`src/rtl/logistic_iter.sv`:
```
`default_nettype none
// ============================================================================
// Module   : logistic_iter
// Brief    : Fixed-point logistic map iterator x(n+1) = mu*x(n)*(1-x(n)).
//            One iteration per rising edge of a slow step clock. Each point
//            is handed downstream over a valid/ready handshake. A run stops
//            after maxrepeat points.
// Revision : 1.0 - initial release
// ============================================================================
module logistic_iter #(
  parameter int XW          = 16,  // x width, unsigned Q0.16
  parameter int MUW         = 18,  // mu width, unsigned Q2.16
  parameter int CW          = 9,   // iteration counter width (matches maxrepeat)
  parameter int SYNC_STAGES = 2    // synchronizer depth for calc_clock
) (
  input  logic           CLK,
  input  logic           RST,
  input  logic           calc_clock,
  input  logic           start,
  input  logic [MUW-1:0] mu,
  input  logic [CW-1:0]  maxrepeat,
  input  logic [XW-1:0]  x0,
  output logic           out_valid,
  input  logic           out_ready,
  output logic [XW-1:0]  out_x,
  output logic [CW-1:0]  out_idx,
  output logic           busy,
  output logic           done
);

  // 1.0 in Q1.XW, used to form (1 - x)
  localparam logic [XW:0] X_ONE = {1'b1, {XW{1'b0}}};
  localparam int PW = 2 * XW + 1;   // width of x*(1-x) product
  localparam int QW = MUW + XW;     // width of mu*p product

  typedef enum logic [2:0] {
    S_IDLE = 3'd0,
    S_WAIT = 3'd1,
    S_MUL1 = 3'd2,
    S_MUL2 = 3'd3,
    S_OUT  = 3'd4
  } state_t;

  state_t state;

  // Step clock synchronizer and edge detector
  logic [SYNC_STAGES-1:0] sync_q;
  logic                   sync_prev;
  logic                   step;

  // Latched run parameters and datapath state
  logic [MUW-1:0] mu_r;
  logic [CW-1:0]  max_r;
  logic [CW-1:0]  cnt;
  logic [XW-1:0]  x_r;
  logic [XW-1:0]  p_r;

  // Datapath arithmetic
  logic [XW:0]    om;
  logic [PW-1:0]  prod;
  logic [QW-1:0]  q;
  logic           sat;
  logic [XW-1:0]  x_next;
  logic           unused_bits;

  // calc_clock is asynchronous data: shift it through the synchronizer chain
  always_ff @(posedge CLK or negedge RST) begin
    if (!RST) begin
      sync_q <= '0;
    end else begin
      sync_q[0] <= calc_clock;
      for (int i = 1; i < SYNC_STAGES; i++) begin
        sync_q[i] <= sync_q[i-1];
      end
    end
  end

  // Registered rising-edge detect: one CLK-wide step per calc_clock rise
  always_ff @(posedge CLK or negedge RST) begin
    if (!RST) begin
      sync_prev <= 1'b0;
      step      <= 1'b0;
    end else begin
      sync_prev <= sync_q[SYNC_STAGES-1];
      step      <= sync_q[SYNC_STAGES-1] & ~sync_prev;
    end
  end

  // Map arithmetic: p = x*(1-x) in Q0.16, q = mu*p in Q2.32, saturate on overflow
  always_comb begin
    om     = X_ONE - {1'b0, x_r};
    prod   = {{(XW + 1){1'b0}}, x_r} * {{XW{1'b0}}, om};
    q      = {{XW{1'b0}}, mu_r} * {{MUW{1'b0}}, p_r};
    sat    = |q[QW-1:2*XW];
    x_next = sat ? {XW{1'b1}} : q[2*XW-1:XW];
    // Truncated fraction bits and the unreachable product MSB are dropped
    unused_bits = ^{prod[PW-1], prod[XW-1:0], q[XW-1:0]};
  end

  // Run control: latch on start, iterate per step, present each point, count
  always_ff @(posedge CLK or negedge RST) begin
    if (!RST) begin
      state     <= S_IDLE;
      mu_r      <= '0;
      max_r     <= '0;
      cnt       <= '0;
      x_r       <= '0;
      p_r       <= '0;
      out_valid <= 1'b0;
      out_x     <= '0;
      out_idx   <= '0;
      busy      <= 1'b0;
      done      <= 1'b0;
    end else begin
      done <= 1'b0;
      case (state)
        S_IDLE: begin
          if (start) begin
            mu_r  <= mu;
            max_r <= maxrepeat;
            x_r   <= x0;
            cnt   <= '0;
            if (maxrepeat == '0) begin
              // Empty run: acknowledge immediately, produce nothing
              done <= 1'b1;
            end else begin
              busy  <= 1'b1;
              state <= S_WAIT;
            end
          end
        end

        S_WAIT: begin
          // Steps arriving in any other state are simply dropped
          if (step) begin
            state <= S_MUL1;
          end
        end

        S_MUL1: begin
          p_r   <= prod[2*XW-1:XW];
          state <= S_MUL2;
        end

        S_MUL2: begin
          x_r       <= x_next;
          cnt       <= cnt + 1'b1;
          out_valid <= 1'b1;
          out_x     <= x_next;
          out_idx   <= cnt + 1'b1;
          state     <= S_OUT;
        end

        S_OUT: begin
          // Hold the point until the consumer takes it; never skip iterations
          if (out_ready) begin
            out_valid <= 1'b0;
            if (cnt == max_r) begin
              done  <= 1'b1;
              busy  <= 1'b0;
              state <= S_IDLE;
            end else begin
              state <= S_WAIT;
            end
          end
        end

        default: begin
          state <= S_IDLE;
        end
      endcase
    end
  end

endmodule
`default_nettype wire
```
`config.mk`:
```
export PLATFORM = sky130hd
export DESIGN_NAME = logistic_iter
export DESIGN_NICKNAME = d
export VERILOG_FILES = /design/src/rtl/logistic_iter.sv
export SDC_FILE = /design/constraint.sdc
export NUM_CORES = 1
export LEC_CHECK = 0
export ABC_AREA = 1
export CAP_MARGIN = 20
export CORE_ASPECT_RATIO = 0.7
export CORE_MARGIN = 2
export CORE_UTILIZATION = 27
export CTS_BUF_LIST = sky130_fd_sc_hd__clkbuf_4 sky130_fd_sc_hd__clkbuf_8
export DETAILED_ROUTE_END_ITERATION = 8
export SLEW_MARGIN = 40
export SYNTH_ARGS = -nofsm -noshare
export SYNTH_HDL_FRONTEND = slang
export SYNTH_SLANG_ARGS = --single-unit
```
`constraint.sdc`:
```
create_clock -name CLK -period 6.8 [get_ports CLK]
set_input_delay 0.68 -clock CLK [delete_from_list [all_inputs] [get_ports CLK]]
set_output_delay 0.68 -clock CLK [all_outputs]
set_load 0.02 [all_outputs]
```
==> flow_summary.json, run 1 <==
{
  "slew_headroom_pct": 44.3,
  "syn_avg_cell_area_um2": 7.58,
  "start_kind": "flop",
  "clkSlewWorstSetupHoldPaths_ps": 130,
  "status": "completed",
  "gp_congestion": 0.981,
  "ant_nets": 0,
  "r2r_start": "x_r[0]",
  "cts_buffers": 9,
  "r2r_slack_ps": 240,
  "required_ps": 7150,
  "worst_pin_slew_ps": 832,
  "grtUsageTotal_pct": 16.7,
  "setup_viol": 0,
  "hp-class": "in2async",
  "wl_um": 74100,
  "numClockSinks": 103,
  "yosys_register_bits": 103,
  "firstDrtPassIters": 6,
  "core_area_um2": 87700,
  "area_growth_pct": 15.9,
  "clock_skew_ps": 17.3,
  "netlist_area_um2": 23800,
  "drc": 0,
  "grt_pass1_wl_um": 115000,
  "min_period_over_period_pct": 96.5,
  "seqCellArea_um2": 2580,
  "root_buffer": "clkbuf_8",
  "cp_slowest_cell": "fa_1",
  "die_w_um": 359,
  "rsz0062_at_grt": "yes",
  "ys_seq_area_share_pct": 10.8,
  "r2r_cells": 32,
  "finalSetupTns_ps": 0,
  "rows": 91,
  "die_area_um2": 90500,
  "dp_hpwl_um": 62300,
  "criticalPathCategory": "reg2reg",
  "drive_gt1_share_pct": 10.2,
  "arrival_ps": 6910,
  "fp.dieH_um": 252,
  "diodes": 0,
  "grt_max_degree": 71,
  "period_needed_ps": 6560,
  "vias": 19800,
  "clockBufferDepth": 2,
  "cts_tree": "done",
  "io_buffer_count": 75,
  "synth.distinct_cells": 41,
  "max_stage_delay_ps": 560,
  "nets": 3999,
  "grt_pass1_vias": 19600,
  "yosys_warnings": 0,
  "cts_max_level": 3,
  "io_pins": 76,
  "start_util_pct": 27.1,
  "maxSlewViolCount": 0,
  "cp_max_fo": 3,
  "synthCells": 3138,
  "max-cap-violations": 0,
  "final_hold_viol_count": 0,
  "clkLatencyLatePin_ps": 460,
  "drt-vias-per-instance": 4.42,
  "wl_per_cell_um": 16.6,
  "grt_antenna_before_repair": 1,
  "multi_input_area_um2": 17900,
  "grt-ovfl-total": 0,
  "fillers": 9436,
  "r2r_end": "p_r[3]",
  "drt_iter0_drc": 1552,
  "cts_hold_buf": 0,
  "cp-end-kind": "flop",
  "max_freq_ghz": 0.152
}
repair_timing:
action	4_1_cts	5_1_grt
endpoints found under the setup margin	16	18
pin swaps	5	27
setup buffers	3	14
resized for setup	14	85
layout make-up:
| type | count | share of cell area, % |
|---|---|---|
| tap | 1162 | 5.27 |
| clock inverter | 6 | 0.304 |
| inverter | 866 | 11.8 |
| multi-input combinational | 2068 | 65.0 |
| sequential | 103 | 9.36 |
| timing repair buffer | 256 | 7.74 |
| clock buffer | 10 | 0.499 |
state kept, by name, summed over array words and instances (netlist names):
name       cells
cnt            9
step           1
max_r          9
out_valid      1
done           1
sync_q         2
x_r           16
out_x         16
out_idx        9
mu_r          18
busy           1
state          3
p_r           16
sync_prev      1
synth_stat cells (all sizes together):
master / count / area, um2
nor3: 20 / 105
dfrtp: 103 / 2580
nor4: 6 / 37.5
o21a: 4 / 30.0
a31oi: 13 / 81.3
fa: 427 / 8550
nand3b: 11 / 82.6
a21boi: 1 / 7.51
nand4: 13 / 81.3
a21o: 6 / 45.0
ha: 220 / 2750
nor3b: 1 / 7.51
clkbuf: 96 / 360
o21ai: 65 / 325
a21oi: 58 / 294
nand2: 844 / 3210
buf: 16 / 98.8
o21bai: 12 / 90.1
and2: 1 / 6.26
clkinv: 7 / 26.3
o31ai: 1 / 7.51
mux2: 26 / 293
or2: 4 / 25.0
conb: 2 / 7.51
inv: 859 / 3230
nand3: 89 / 510
nor2: 217 / 817
xor2: 8 / 70.1
xnor2: 8 / 70.1
critical path: cells and delay by family, from the launching register on:
kind / cells / cell delay (ps)
fa+ha+maj: 9 / 3700
simple gates: 15 / 1630
buf+inv: 7 / 550
compound gates: 1 / 170
flops: 1 / 400
placed cells by master, fill, tap and decap left out, drive strengths merged:
cell and instances:
nand3 89, nand2 844, inv 864, mux2 26, a21boi 1, xor2 8, clkinvlp 3, o21a 4
clkinv 4, nor2 217, fa 427, o21bai 12, dfrtp 103, conb 13, a21oi 58, clkdlybuf4s50 74
or2 4, nand3b 11, o31ai 1, nor3 20, a21o 6, xnor2 8, buf 182, nor4 6
a31oi 13, o21ai 65, nor3b 1, ha 220, nand4 13, clkbuf 10, and2 1, bufinv 1
worst max-delay path by stage:
stage                 from  endpoint  slack, ps  cells past startpoint
floorplan           x_r[0]    p_r[5]        350                     30
global placement    x_r[0]    p_r[3]        -80                     29
detailed placement  x_r[0]   p_r[14]       -160                     30
CTS                 x_r[1]   p_r[14]          1                     30
global route        x_r[0]   p_r[15]        -20                     32
finish              x_r[0]    p_r[3]        240                     32
stage by stage:
step	hold WS [ps]	setup WS (ps)	instance area, um2	cells	utilization, %
4_1_cts	156	1.20	27100	4457	30.9
3_5_place_dp	363	-159	26800	4438	30.6
6_report	168	236	27600	4471	31.5
3_3_place_gp	358	-75.5	26800	4438	30.6
2_1_floorplan	331	355	23800	3149	-
5_1_grt	196	-18.4	27600	4471	31.5
cells by family after synthesis:
family / synth area share [%]
XOR/XNOR: 0.589
AND/OR/NAND/NOR: 20.5
multiplexers: 1.23
flip-flops: 10.8
AO/OA/AOI/OAI: 3.70
other: 0.0316
adder cells (fa/ha/maj): 47.5
buffers and inverters: 15.6
layer usage:
layer	global-route usage, %	wire (um)	vias up
li1	-	-	9378
met1	26.7	37500	9687
met2	23.2	29500	638
met3	2.91	6060	47
met4	2.58	991	0
met5	0	0	-
Power of run 1 is not shown: default switching activity piles up to over one toggle a cycle in this logic, so the estimate is an artifact.
==> run 2, diff against run 1 <==
Settings changed: CORE_UTILIZATION 27 to 59, PLACE_DENSITY from default to 0.8.
==> run 2 against run 1 <==
Cell count down 15%. Highest routed layer unchanged. Routed wire length about the same. Hold slack better by 95 ps. Register-to-register slack worse by 60 ps.
==> flow_summary.json, run 2 (synthesized netlist as in run 1, its figures left out) <==
{
  "arrival_ps": 6970,
  "required_ps": 7150,
  "slew_headroom_pct": 37.9,
  "status": "completed",
  "r2r_slack_ps": 180,
  "cts_buffers": 9,
  "place_area_um2": 25800,
  "period_needed_ps": 6620,
  "place_ws_ps": -242,
  "grt-ovfl-total": 0,
  "diodes": 0,
  "cts_tree": "done",
  "max_stage_delay_ps": 610,
  "rsz0062_at_grt": "yes",
  "die_area_um2": 42000,
  "mostFrequentLayoutCell": "inv_1",
  "io_buffer_count": 75,
  "clockBufferDepth": 2,
  "grt_pass1_wl_um": 117000,
  "firstDrtPassIters": 5,
  "clkSlewWorstSetupHoldPaths_ps": 150,
  "grt_max_degree": 55,
  "numClockSinks": 103,
  "worst_pin_slew_ps": 931,
  "cp_max_fo": 5,
  "rows": 61,
  "wl_um": 74100,
  "area_growth_pct": 12.2,
  "hp-class": "in2async",
  "die_w_um": 244,
  "grtUsageTotal_pct": 36.8,
  "nets": 3957,
  "wl_per_cell_um": 19.5,
  "cp_slowest_cell": "fa_1",
  "cts_max_level": 3,
  "drt_iter0_drc": 2103,
  "setup_viol": 0,
  "seqCellArea_um2": 2590,
  "multi_input_area_um2": 18100,
  "max_freq_ghz": 0.151,
  "hold_slack_ps": 263,
  "root_buffer": "clkbuf_8",
  "clock_skew_ps": 32.6,
  "clkLatencyLatePin_ps": 460,
  "final_area_um2": 26700,
  "fillers": 3360,
  "min_period_over_period_pct": 97.4,
  "setup_ws_ps": 180,
  "criticalPathCategory": "reg2reg",
  "ant_nets": 0,
  "grt_pass1_vias": 20900,
  "start_util_pct": 59.8,
  "io_pins": 76,
  "drt-vias-per-instance": 5.43,
  "drc": 0,
  "fp.dieH_um": 172,
  "core_area_um2": 39800,
  "max-cap-violations": 0,
  "cts_hold_buf": 0,
  "maxSlewViolCount": 0,
  "final_hold_viol_count": 0,
  "cp-end-kind": "flop",
  "largest_reg_flops": 18,
  "cpMostUsedCell": "inv_1",
  "top_register": "mu_r",
  "drive_gt1_share_pct": 10.4,
  "layout_common_cells": "842 x inv_1, 816 x nand2_1, 420 x fa_1",
  "start_kind": "flop",
  "gp_congestion": 1.01,
  "grt_antenna_before_repair": 0,
  "dp_hpwl_um": 62200,
  "vias": 20700
}
## run 2: worst paths after layout
| path | from | end | cells past startpoint |
|---|---|---|---|
| min reg2reg | sync_q[0] | sync_q[1] | 0 |
| min in group CLK | sync_q[0] | sync_q[1] | 0 |
| max reg2reg | x_r[1] | p_r[10] | 31 |
| max in group asynchronous | RST | x_r[11] | 2 |
| max | x_r[1] | p_r[10] | 31 |
| min | RST | out_x[1] | 1 |
## run 2: worst max-delay path: cells and delay by family (launching register included)
kind,cells,cell delay (ps)
buf+inv,11,1230
fa+ha+maj,8,3600
compound gates,1,170
simple gates,11,1090
flops,1,420
## run 2: per-stage QoR
stage	utilization (%)	cells	setup TNS (ps)
final	67.1	3802	0
after global routing	67.1	3802	-444
after CTS	65.7	3796	-15.0
after detailed placement	64.9	3777	-1640
after global placement	64.9	3777	-356
after floorplan	-	3149	0
## run 2: layer usage
metal | global-route usage, % | vias to the layer above | wire length, um
met3 | 11.2 | 117 | 9850
met2 | 52.1 | 1093 | 30000
met4 | 8.59 | 0 | 1540
li1 | - | 9311 | -
met1 | 55.2 | 10100 | 32800
met5 | 0 | - | 0
## run 2: repair_timing
item / 4_1_cts / 5_1_grt
pin swaps: 7 / 48
gates resized for setup: 21 / 136
setup buffers: 3 / 6
setup endpoints to repair: 16 / 22
## run 2: layout make-up
| cell class | count | area share (%) |
|---|---|---|
| clock buffer | 9 | 0.464 |
| clock inverter | 7 | 0.375 |
| inverter | 866 | 12.2 |
| multi-input combinational | 2068 | 67.8 |
| sequential | 103 | 9.70 |
| tap | 535 | 2.51 |
| timing repair buffer | 214 | 6.91 |
Power of run 2 is left out for the same reason.
